## src/rtl/ram4k_arbiter.sv

```systemverilog
// Round-robin arbiter sharing one RAM4K between requesters A and B, with a built-in
// clear sequencer that sweeps CLR_VALUE over every word.
module ram4k_arbiter #(
    parameter int unsigned        ADDR_W    = 12,
    parameter int unsigned        DATA_W    = 16,
    parameter logic [DATA_W-1:0]  CLR_VALUE = '0
) (
    input  logic              clk,
    input  logic              reset,

    input  logic              a_req,
    input  logic              a_we,
    input  logic [ADDR_W-1:0] a_addr,
    input  logic [DATA_W-1:0] a_wdata,
    output logic              a_gnt,
    output logic              a_rvalid,
    output logic [DATA_W-1:0] a_rdata,

    input  logic              b_req,
    input  logic              b_we,
    input  logic [ADDR_W-1:0] b_addr,
    input  logic [DATA_W-1:0] b_wdata,
    output logic              b_gnt,
    output logic              b_rvalid,
    output logic [DATA_W-1:0] b_rdata,

    input  logic              clr_start,
    output logic              clr_busy,
    output logic              clr_done,

    output logic [DATA_W-1:0] ram_in,
    output logic              ram_load,
    output logic [ADDR_W-1:0] ram_address,
    input  logic [DATA_W-1:0] ram_out
);

    typedef enum logic [0:0] {StIdle, StClear} state_e;

    localparam logic LastA = 1'b0;
    localparam logic LastB = 1'b1;

    state_e              state_q, state_d;
    logic                last_gnt_q, last_gnt_d;
    logic [ADDR_W-1:0]   clr_cnt_q, clr_cnt_d;
    logic                clr_done_q, clr_done_d;
    logic                a_rvalid_q, a_rvalid_d;
    logic                b_rvalid_q, b_rvalid_d;
    logic [DATA_W-1:0]   a_rdata_q, a_rdata_d;
    logic [DATA_W-1:0]   b_rdata_q, b_rdata_d;
    logic                a_win, b_win;

    always_comb begin
        state_d     = state_q;
        last_gnt_d  = last_gnt_q;
        clr_cnt_d   = clr_cnt_q;
        clr_done_d  = 1'b0;
        a_rvalid_d  = 1'b0;
        b_rvalid_d  = 1'b0;
        a_rdata_d   = a_rdata_q;
        b_rdata_d   = b_rdata_q;
        a_win       = 1'b0;
        b_win       = 1'b0;
        ram_load    = 1'b0;
        ram_in      = '0;
        ram_address = '0;

        // Reset gates every RAM-side strobe so nothing is written while it is held.
        if (!reset) begin
            unique case (state_q)
                StIdle: begin
                    a_win = a_req && (!b_req || (last_gnt_q == LastB));
                    b_win = b_req && !a_win;
                    if (a_win) begin
                        ram_address = a_addr;
                        ram_in      = a_wdata;
                        ram_load    = a_we;
                        last_gnt_d  = LastA;
                        a_rvalid_d  = !a_we;
                        if (!a_we) begin
                            a_rdata_d = ram_out;
                        end
                    end else if (b_win) begin
                        ram_address = b_addr;
                        ram_in      = b_wdata;
                        ram_load    = b_we;
                        last_gnt_d  = LastB;
                        b_rvalid_d  = !b_we;
                        if (!b_we) begin
                            b_rdata_d = ram_out;
                        end
                    end
                    if (clr_start) begin
                        state_d   = StClear;
                        clr_cnt_d = '0;
                    end
                end
                StClear: begin
                    ram_load    = 1'b1;
                    ram_in      = CLR_VALUE;
                    ram_address = clr_cnt_q;
                    if (clr_cnt_q == {ADDR_W{1'b1}}) begin
                        state_d    = StIdle;
                        clr_cnt_d  = '0;
                        clr_done_d = 1'b1;
                    end else begin
                        clr_cnt_d = clr_cnt_q + ADDR_W'(1);
                    end
                end
                default: state_d = StIdle;
            endcase
        end
    end

    always_ff @(posedge clk) begin
        if (reset) begin
            state_q    <= StIdle;
            last_gnt_q <= LastB;
            clr_cnt_q  <= '0;
            clr_done_q <= 1'b0;
            a_rvalid_q <= 1'b0;
            b_rvalid_q <= 1'b0;
            a_rdata_q  <= '0;
            b_rdata_q  <= '0;
        end else begin
            state_q    <= state_d;
            last_gnt_q <= last_gnt_d;
            clr_cnt_q  <= clr_cnt_d;
            clr_done_q <= clr_done_d;
            a_rvalid_q <= a_rvalid_d;
            b_rvalid_q <= b_rvalid_d;
            a_rdata_q  <= a_rdata_d;
            b_rdata_q  <= b_rdata_d;
        end
    end

    assign a_gnt    = a_win;
    assign b_gnt    = b_win;
    assign a_rvalid = a_rvalid_q;
    assign b_rvalid = b_rvalid_q;
    assign a_rdata  = a_rdata_q;
    assign b_rdata  = b_rdata_q;
    assign clr_busy = (state_q == StClear);
    assign clr_done = clr_done_q;

endmodule

```

## config.mk

```make
export PLATFORM = sky130hd
export DESIGN_NAME = ram4k_arbiter
export DESIGN_NICKNAME = d
export VERILOG_FILES = /design/src/rtl/ram4k_arbiter.sv
export SDC_FILE = /design/constraint.sdc
export NUM_CORES = 1
export LEC_CHECK = 0
export CORE_ASPECT_RATIO = 2
export CORE_MARGIN = 2
export CORE_UTILIZATION = 38
export CTS_BUF_LIST = sky130_fd_sc_hd__clkbuf_4
export DETAILED_ROUTE_END_ITERATION = 8
export MAX_ROUTING_LAYER = met4
export PLACE_DENSITY = 0.87
export SYNTH_ARGS = -nofsm -noshare
export SYNTH_HDL_FRONTEND = slang
export SYNTH_SLANG_ARGS = --single-unit
```

## constraint.sdc

```tcl
create_clock -name clk -period 1.7 [get_ports clk]
set_input_delay 0.34 -clock clk [delete_from_list [all_inputs] [get_ports clk]]
set_output_delay 0.34 -clock clk [all_outputs]
set_load 0.1 [all_outputs]
```

Word level (Yosys, flattened, before mapping)

Cells that the tools add are included.

$add $sub $neg: 1
Equality and inequality tests: 2
Mux-type cells: 25
Bitwise logic cells: 5
Reductions and logical operators: 14

Operators with widths:

| kind                  | number |
|---|---|
| $mux 12               | 5 |
| $mux 16               | 3 |
| $pmux 12 s2           | 2 |
| $pmux 16 s2           | 1 |
| $add 12x1->12 const B | 1 |
| $eq 12x12->1 const B  | 1 |
| $mux 1                | 12 |
| $not 1->1             | 5 |
| $logic_not 1->1       | 4 |
| $pmux 1 s2            | 2 |
| $reduce_and 4->1      | 1 |
| $reduce_or 4->1       | 1 |
| $reduce_and 3->1      | 1 |
| $reduce_or 3->1       | 1 |
| $logic_and 1x1->1     | 2 |
| $ne 2x2->1 const B    | 1 |
| $reduce_and 2->1      | 1 |
| $reduce_bool 2->1     | 1 |
| $reduce_or 2->1       | 1 |
| $logic_or 1x1->1      | 1 |

Register bits after elaboration: 49
Input port bits: 79
Output and inout bits: 67

Logic depth before layout (Yosys ltp)

Gate-level depths: netlist (run 1).

Word-level depth: 9
Gate-level depth with buffers: 6
Depth with buffers taken out: 5

Worst setup path after synthesis (run 1)

OpenSTA, ideal clock, no wires.

Kind: register -> output
From: register state_q, in the netlist clr_busy
To: output port ram_address[0]
Data arrival time: 3.774 ns
Data required time: 1.360 ns
Setup slack: -2.414 ns
Cell stages (with the launch flop): 6
Buffers on the path: 3
Cells stage by stage: dfxtp_1 > buf_4 > buf_2 > buf_2 > a221oi_1 > nor3_1

Word-level cells in the longest chain between the ends: 3

RTL lines:

| item                       | line | source |
|---|---|---|
| from (decl)                | 42   | `state_e state_q, state_d;` |
| from (signal assigned)     | 116  | `state_q <= StIdle;` |
| from (signal assigned)     | 125  | `state_q <= state_d;` |
| $not 1->1 (no source line) | -    |  |
| $pmux 12 s2 *              | 69   | `unique case (state_q)` |
| $mux 12 *                  | 68   | `if (!reset) begin` |
| to (decl)                  | 33   | `output logic [ADDR_W-1:0] ram_address,` |

Mark *: on every way between the ends. The rest lies on a longest branch, timed or not.

Worst setup path in the final report (run 1)

From: register last_gnt_q
To: output port ram_address[6]

Word-level cells in the longest chain between the ends: 8

RTL lines:

| item                   | line | source |
|---|---|---|
| from (decl)            | 43   | `logic last_gnt_q, last_gnt_d;` |
| from (signal assigned) | 117  | `last_gnt_q <= LastB;` |
| from (signal assigned) | 126  | `last_gnt_q <= last_gnt_d;` |
| $logic_or 1x1->1 *     | 71   | `a_win = a_req && (!b_req \|\| (last_gnt_q == LastB));` |
| $logic_and 1x1->1 *    | 71   |  |
| $logic_not 1->1        | 72   | `b_win = b_req && !a_win;` |
| $logic_and 1x1->1      | 72   |  |
| $mux 12                | 82   | `end else if (b_win) begin` |
| $mux 12 *              | 73   | `if (a_win) begin` |
| $pmux 12 s2 *          | 69   |  |
| $mux 12 *              | 68   |  |

Marks and branches as above.

==> results.md, run 1 <==
* Part of the Yosys area used for sequential elements at 40.7%
* Net count of the mapped netlist at ~350
* Number of enable-type register cells in the synthesized netlist at 0
* Top_reg_cell synth: dfxtp_1
* Cts bufs inserted at 5
* Share of cells above drive strength 1 at 37.3%
* Number of global-route vias before repair at about 3000
* Class of the worst hold path: input pin to flop
* Post-layout minimum cycle time at between 2000 and 2500 ps
* Global placement routability congestion at ~0.87
* Setup repair after global routing missed its margin: yes
* Violations in the final reports: negative setup slack
* Critical Path Max Stage Delay at around 480 ps
* Post-route clock skew at between 20 and 25 ps
* Post-layout worst setup margin at -543 ps
* Remaining global-route overflow at 0
* Crit path kind: flop to output pin
* Most instantiated library cell after synthesis: dfxtp_1
* Worst-path cell with the longest stage delay: a222oi_1
* Non-Filler Cell Area, Final at between 0.005 and 0.006 sq mm
* P per Cell Area at 650 mW/mm^2
* Summed instance area of the synthesized netlist at between 0.002 and 0.0025 sq mm
* Peak supply drop at ~0.76 mV
* Pin count of the biggest net entering global routing at 36
* Biggest area contributors in the synthesized netlist: dfxtp_1 41%, mux2i_1 6.6%, a22o_1 6.2%
* Starting density of the core at 38.8%
* Register clock-pin slew on the reported worst setup and hold paths at between 100 and 150 ps
* Crit path max fanout at 8
* Reg2reg end: clr_cnt_q[11]
* Family with the most delay on the worst path: compound AO/OA/AOI/OAI gates
* Detail-routed via count per cell at between 5 and 6
* Beginning of the worst hold path: reset
* Required time of the critical path at 1360 ps
* Final Slew Violations at 0
* Reg2reg start: clr_cnt_q[0]
* Final clock period utilization by the worst path at 132%
* Final #Nets at a little over 500
* Count of state elements after synthesis at slightly below 50
* Total negative slack at -13750 ps
* Type of destination of the critical path: output pin
* YS warnings at 0
* R2R setup slack at 50 ps
* Vias after detailed routing at ~2900
* Number of distinct library cells after synthesis at 46
* Count of TritonRoute iterations in the first routing pass at 8
* CTS Hold Bufs at 0
* Cell-by-cell listing of the critical path: nor2b_4 > nor4b_4 > buf_6 > a222oi_1 > inv_2 > buf_12
* Post-detail-place hpwl at 7160 um
* Mean Syn Cell Area at roughly 9 sq um
* Die ar. at about 0.0070 sq mm
* Final Hold Violating Endpoints at 0
* Commonest cells in the synthesized netlist: 49 x dfxtp_1, 38 x nand2_1, 25 x nor2_1, 20 x a21oi_1, 17 x a22o_1
* Total buffers and inverters traversed by the critical path at 3
* Total track usage at between 30% and 40%
* Wire length of the first global-routing pass at around 15000 um
* Data arrival time of the critical path at 1900 ps
* Placed Instance Area at around 0.0050 sq mm
* Antenna cell count at 0
* Max transition margin at 67.2%
* Largest area contributor in the netlist: dfxtp_1
* Slew of the pin with the lowest slew margin at 492 ps
* H-tree levels at 2
* Post-route DRC at 0
* Leak at 2.06 nW
* Worst Reg2Reg Path Length in Cells at 6
* Number of top-level pins at around 150
* Horizontal extent of the die at roughly 60 um
* Total wire length after detailed routing at 10200 um
* Fraction of synthesis flops using an asynchronous set or reset pin at 0%
* Wirelength per Cell at 19.5 um
* Initial antenna violation count at 0
* Setup violations, final at 31
* Latest clock arrival within the worst-skew pair at roughly 390 ps
* Number of DRC markers in iteration 0 at between 150 and 200
* Post-detailed-route count of antenna-violating nets at 0
* Chip height at around 120 um
* Hold endpoint: last_gnt_q
* Clock sink count at 49
* Synth top area share at around two fifths
* Maxcap violations at 0
* Number of instances on the worst hold path at 2
* Number of standard-cell rows in the floorplan at 41
* Result of the run: complete, but fails checks
* Nature of the critical path startpoint: flop
* Placeable core region at 0.00621 sq mm
* Total chip power at about 3.4 mW
* Area growth from synthesis to layout at 115%
* Maximum clock frequency at around 450 MHz
* TritonCTS clock tree: built
* Clk root buf: clkbuf_4
* Post-Syn Instances at ~270
* Count of buffers from port buffering at around 150
* Deepest clock path buffer count at 2
per-stage QoR:
| stage | std cells | setup WS, ps | hold WS, ps | utilization [%] |
|---|---|---|---|---|
| after floorplan | 268 | -417 | 447 | - |
| after global placement | 511 | -524 | 473 | 80.2 |
| after detailed placement | 511 | -676 | 477 | 80.2 |
| after CTS | 521 | -508 | 315 | 82.9 |
| after global routing | 523 | -562 | 349 | 83.4 |
| final | 523 | -543 | 346 | 83.4 |
routing by layer:
metal	global-route usage [%]	share of wire, %	up-vias
met4	11.7	3.9	0
met1	31.5	32	1337
met5	-	0	-
met3	6.42	11	39
met2	53.0	53	226
li1	-	-	1318
timing repair:
item / in CTS / in global routing
gates cloned: 1 / 0
gates resized for setup: 20 / 10
pin swaps: 8 / 16
setup endpoints to repair: 47 / 33
setup buffers: 1 / 5
kinds of logic after synthesis:
logic type / count (synthesis) / share of synthesized area [%]
simple gates: 97 / 20.9
compound gates: 72 / 23.1
flops: 49 / 40.7
buf+inv: 32 / 7.79
mux: 16 / 6.65
xor+xnor: 1 / 0.364
fa+ha+maj: 1 / 0.519
state kept, by name (all words and copies together), names as in the netlist:
name,flops
a_rvalid,1
clr_cnt_q,12
clr_done,1
clr_busy,1
b_rdata,16
last_gnt_q,1
b_rvalid,1
a_rdata,16
how the worst max path moves through the flow:
stage / startpoint / to / slack, ps / depth (start not counted)
floorplan: clr_busy / ram_address[0] / -420 / 5
finish: last_gnt_q / ram_address[6] / -540 / 6
detailed placement: b_req / ram_address[5] / -680 / 7
global route: last_gnt_q / ram_address[6] / -560 / 6
CTS: last_gnt_q / ram_in[6] / -510 / 6
global placement: b_req / ram_in[12] / -520 / 7
power breakdown:
part | internal [mW] | switching [mW] | leakage (nW)
sequential | 1.19 | 0.0495 | 0.400
clock | 0.180 | 0.404 | 0.0322
combinational | 0.650 | 0.893 | 1.63
area by class of cell:
cell class	instances	area [sq um]
fill	322	1030
sequential	49	993
multi-input combinational	187	1510
inverter	12	45.0
timing repair buffer	181	2460
clock inverter	2	13.8
tap	86	108
clock buffer	6	45.0
placed cells by master (no fill, tap or decap), drive strengths merged, types with 4 or more instances in the layout:
cell / count
nand2: 38
nand4: 4
a22o: 17
clkbuf: 6
nor2b: 6
a222oi: 10
inv: 13
nor3: 5
clkdlybuf4s50: 75
mux2i: 16
buf: 104
a21oi: 20
a31oi: 6
a41oi: 4
nor2: 25
dfxtp: 49
worst register-to-register path, stage by stage (launching register included):
cell and delay, ps:
dfxtp_4 390, ha_2 190, and4_2 250, a41oi_2 200, buf_4 180, a41oi_2 140
a31oi_1 210
Power figures use the tool's default switching activity.
==> run 2: changes to the inputs <==
ABC_AREA = 1   (was unset)
CORE_UTILIZATION = 39   (was 38)
PLACE_DENSITY = 0.88   (was 0.87)
==> run 2 against run 1 <==
Effect of this change:
- the flow still finishes with violations (negative setup slack)
- cell area grew 5.8%
- combinational power grew 16%
- first-iteration DRC count grew to 3.2 times the previous value
- total power grew 17%
- via count grew 28%
- largest cell class unchanged
- highest routed layer unchanged
==> results.md, run 2 <==
* Deepest clock path buffer count at 2
* Count of TritonRoute iterations in the first routing pass at 5
* Most instantiated library cell after synthesis: nand2_1
* Number of top-level pins at between 100 and 150
* Final #Nets at between 500 and 600
* Most frequent cell on the critical path: buf_12
* Number of enable-type register cells in the synthesized netlist at 0
* Reg2reg start: clr_cnt_q[0]
* Wire length of the first global-routing pass at 20400 um
* Final Slew Violations at 0
* Leak at approximately 2.1 nW
* Number of global-route vias before repair at approximately 3700
* Wirelength per Cell at ~28 um
* Post-layout minimum cycle time at between 2000 and 2500 ps
* Maximum clock frequency at 450 MHz
* Worst Reg2Reg Path Length in Cells at 8
* Register clock-pin slew on the reported worst setup and hold paths at 170 ps
* Violations in the final reports: negative setup slack
* Area growth from synthesis to layout at 123%
* Most common cell after layout, fill and taps aside: nand2_1
* Class of the worst hold path: input pin to flop
* Reg2reg end: clr_cnt_q[10]
* P per Cell Area at 716 mW/mm^2
* Post-detailed-route count of antenna-violating nets at 0
* Post-layout worst setup margin at -520 ps
* Starting density of the core at 39.6%
* Clock sink count at 49
* Fraction of synthesis flops using an asynchronous set or reset pin at 0%
* H-tree levels at 2
* Post-route DRC at 0
* Post-route clock skew at ~19 ps
* Vias after detailed routing at 3752
* Top_reg_cell synth: dfxtp_1
* Required time of the critical path at between 1000 and 1500 ps
* Global placement routability congestion at ~0.86
* Number of DRC markers in iteration 0 at roughly 550
* Initial antenna violation count at 0
* Horizontal extent of the die at 60.2 um
* Total chip power at 3.92 mW
* Die ar. at 0.00700 sq mm
* Count of state elements after synthesis at 49
* Type of destination of the critical path: output pin
* Placeable core region at around 0.0062 sq mm
* Total wire length after detailed routing at roughly 17000 um
* Largest area contributor in the netlist: dfxtp_1
* Detail-routed via count per cell at ~6.3
* Crit path max fanout at 5
* Maxcap violations at 0
* Number of standard-cell rows in the floorplan at 41
* TritonCTS clock tree: built
* Clk root buf: clkbuf_4
* Hold endpoint: clr_cnt_q[1]
* Max transition margin at between 60% and 70%
* Share of cells above drive strength 1 at 38.6%
* Data arrival time of the critical path at roughly 1900 ps
* Area of the multi-input gates at 0.00160 sq mm
* Part of the Yosys area used for sequential elements at 39.9%
* Nature of the critical path startpoint: flop
* Slew of the pin with the lowest slew margin at approximately 460 ps
* Synth top area share at about two fifths
* Most used cells in the layout excluding fill and tap cells: 90 x nand2_1, 75 x clkdlybuf4s50_1, 73 x buf_12
* Post-detail-place hpwl at approximately 8000 um
* Summed instance area of the synthesized netlist at between 0.002 and 0.0025 sq mm
* Remaining global-route overflow at 0
* Post-Syn Instances at between 300 and 400
* Pin count of the biggest net entering global routing at 38
* Setup violations, final at 39
* Latest clock arrival within the worst-skew pair at around 380 ps
* Setup repair after global routing missed its margin: yes
* Crit path kind: flop to output pin
* Count of buffers from port buffering at 145
* Total track usage at 41.2%
* R2R setup slack at -120 ps
* Cts bufs inserted at 5
* YS warnings at 0
* Peak supply drop at a little under 0.9 mV
* Commonest cells in the synthesized netlist: 103 x nand2_1, 49 x dfxtp_1, 33 x a21oi_1, 25 x nand3_1, 17 x inv_1
* Biggest area contributors in the synthesized netlist: dfxtp_1 40%, nand2_1 16%, a21oi_1 6.7%
* Mean Syn Cell Area at 7.41 sq um
* FF+latch area at 990 sq um
* Non-Filler Cell Area, Final at 0.00548 sq mm
* Final Hold Violating Endpoints at 0
* Number of instances on the worst hold path at 3
* Antenna cell count at 0
* Chip height at roughly 120 um
* FILL cells at between 200 and 250
* Beginning of the worst hold path: reset
* Net count of the mapped netlist at approximately 410
* Worst-path cell with the longest stage delay: dfxtp_4
* Placed Instance Area at 0.00505 sq mm
* Critical Path Max Stage Delay at 430 ps
* Number of distinct library cells after synthesis at 31
* Worst hold-check slack at 444 ps
* Result of the run: complete, but fails checks
* Cell-by-cell listing of the critical path: a21oi_4 > nand2_2 > clkinv_4 > buf_12 > buf_6 > a22o_4 > buf_12
* Final clock period utilization by the worst path at 131%
[run 2: cell count changes after synthesis, moves of 9 or more]
cell / before / now
nand3_1: 2 / 25
a21oi_1: 20 / 33
nand2_1: 38 / 103
mux2i_1: 16 / 0
nor2_1: 25 / 16
a222oi_1: 10 / 0
a21oi_2: 0 / 11
nand2_2: 0 / 11
[run 2: layer usage]
layer | routed length [um] | share of wire, % | global-route usage, % | up-vias
li1 | - | - | - | 1475
met1 | 4950 | 30 | 41.4 | 1728
met2 | 7990 | 48 | 65.6 | 388
met3 | 1830 | 11 | 13.2 | 161
met4 | 1750 | 11 | 28.1 | 0
met5 | 0 | 0 | - | -
[run 2: worst max path at each step]
stage | start | endpoint
after detailed placement | a_req | ram_address[4]
after global routing | last_gnt_q | ram_address[6]
after CTS | clr_busy | ram_address[7]
after global placement | a_req | ram_address[11]
final | last_gnt_q | ram_in[9]
after floorplan | clr_busy | ram_address[10]
[run 2: repair_timing]
| action | in CTS | in global routing |
|---|---|---|
| setup buffers | 12 | 2 |
| hold buffers | 0 | 0 |
| gates cloned | 1 | 1 |
| resized for setup | 30 | 22 |
| pin swaps | 14 | 13 |
| endpoints found under the setup margin | 31 | 35 |
[run 2: through the flow]
stage | setup slack (ps) | util [%] | instances | setup TNS, ps
after floorplan | -943 | - | 332 | -6790
after global placement | -418 | 81.4 | 571 | -16720
after detailed placement | -519 | 81.4 | 571 | -21960
after CTS | -378 | 86.5 | 592 | -10150
after global routing | -522 | 88.2 | 594 | -15410
final | -520 | 88.2 | 594 | -13720
[run 2: report_power, final]
part / internal [mW] / switching, mW / total [mW] / leakage [nW]
clock: 0.464 / 0.434 / 0.897 / 0.0558
sequential: 1.19 / 0.0532 / 1.24 / 0.399
combinational: 0.703 / 1.08 / 1.78 / 1.67
[run 2: kinds of logic (layout without fill, tap and decap cells)]
logic type                 after synthesis  after routing  share of synthesized area (%)
and+or+nand+nor                        162            162                           29.3
buffers and inverters                   36            212                           7.07
DFF                                     49             49                           39.9
adders and majority gates                1              1                          0.509
AOI/OAI and AO/OA                       84             84                           23.2
[run 2: critical path, delay by kind of cell, from the launching register on]
kind                   cells  cell delay, ps
buffers and inverters      4             630
AND/OR/NAND/NOR            1             120
flip-flops                 1             430
AO/OA/AOI/OAI              2             320
[run 2: area by class of cell]
cell class,instances,share of cell area (%)
Inverter,20,1.51
Timing Repair Buffer,184,47.2
Clock inverter,3,1.26
Tap cell,86,1.96
Clock buffer,5,0.685
Sequential cell,49,18.1
Multi-Input combinational cell,247,29.3
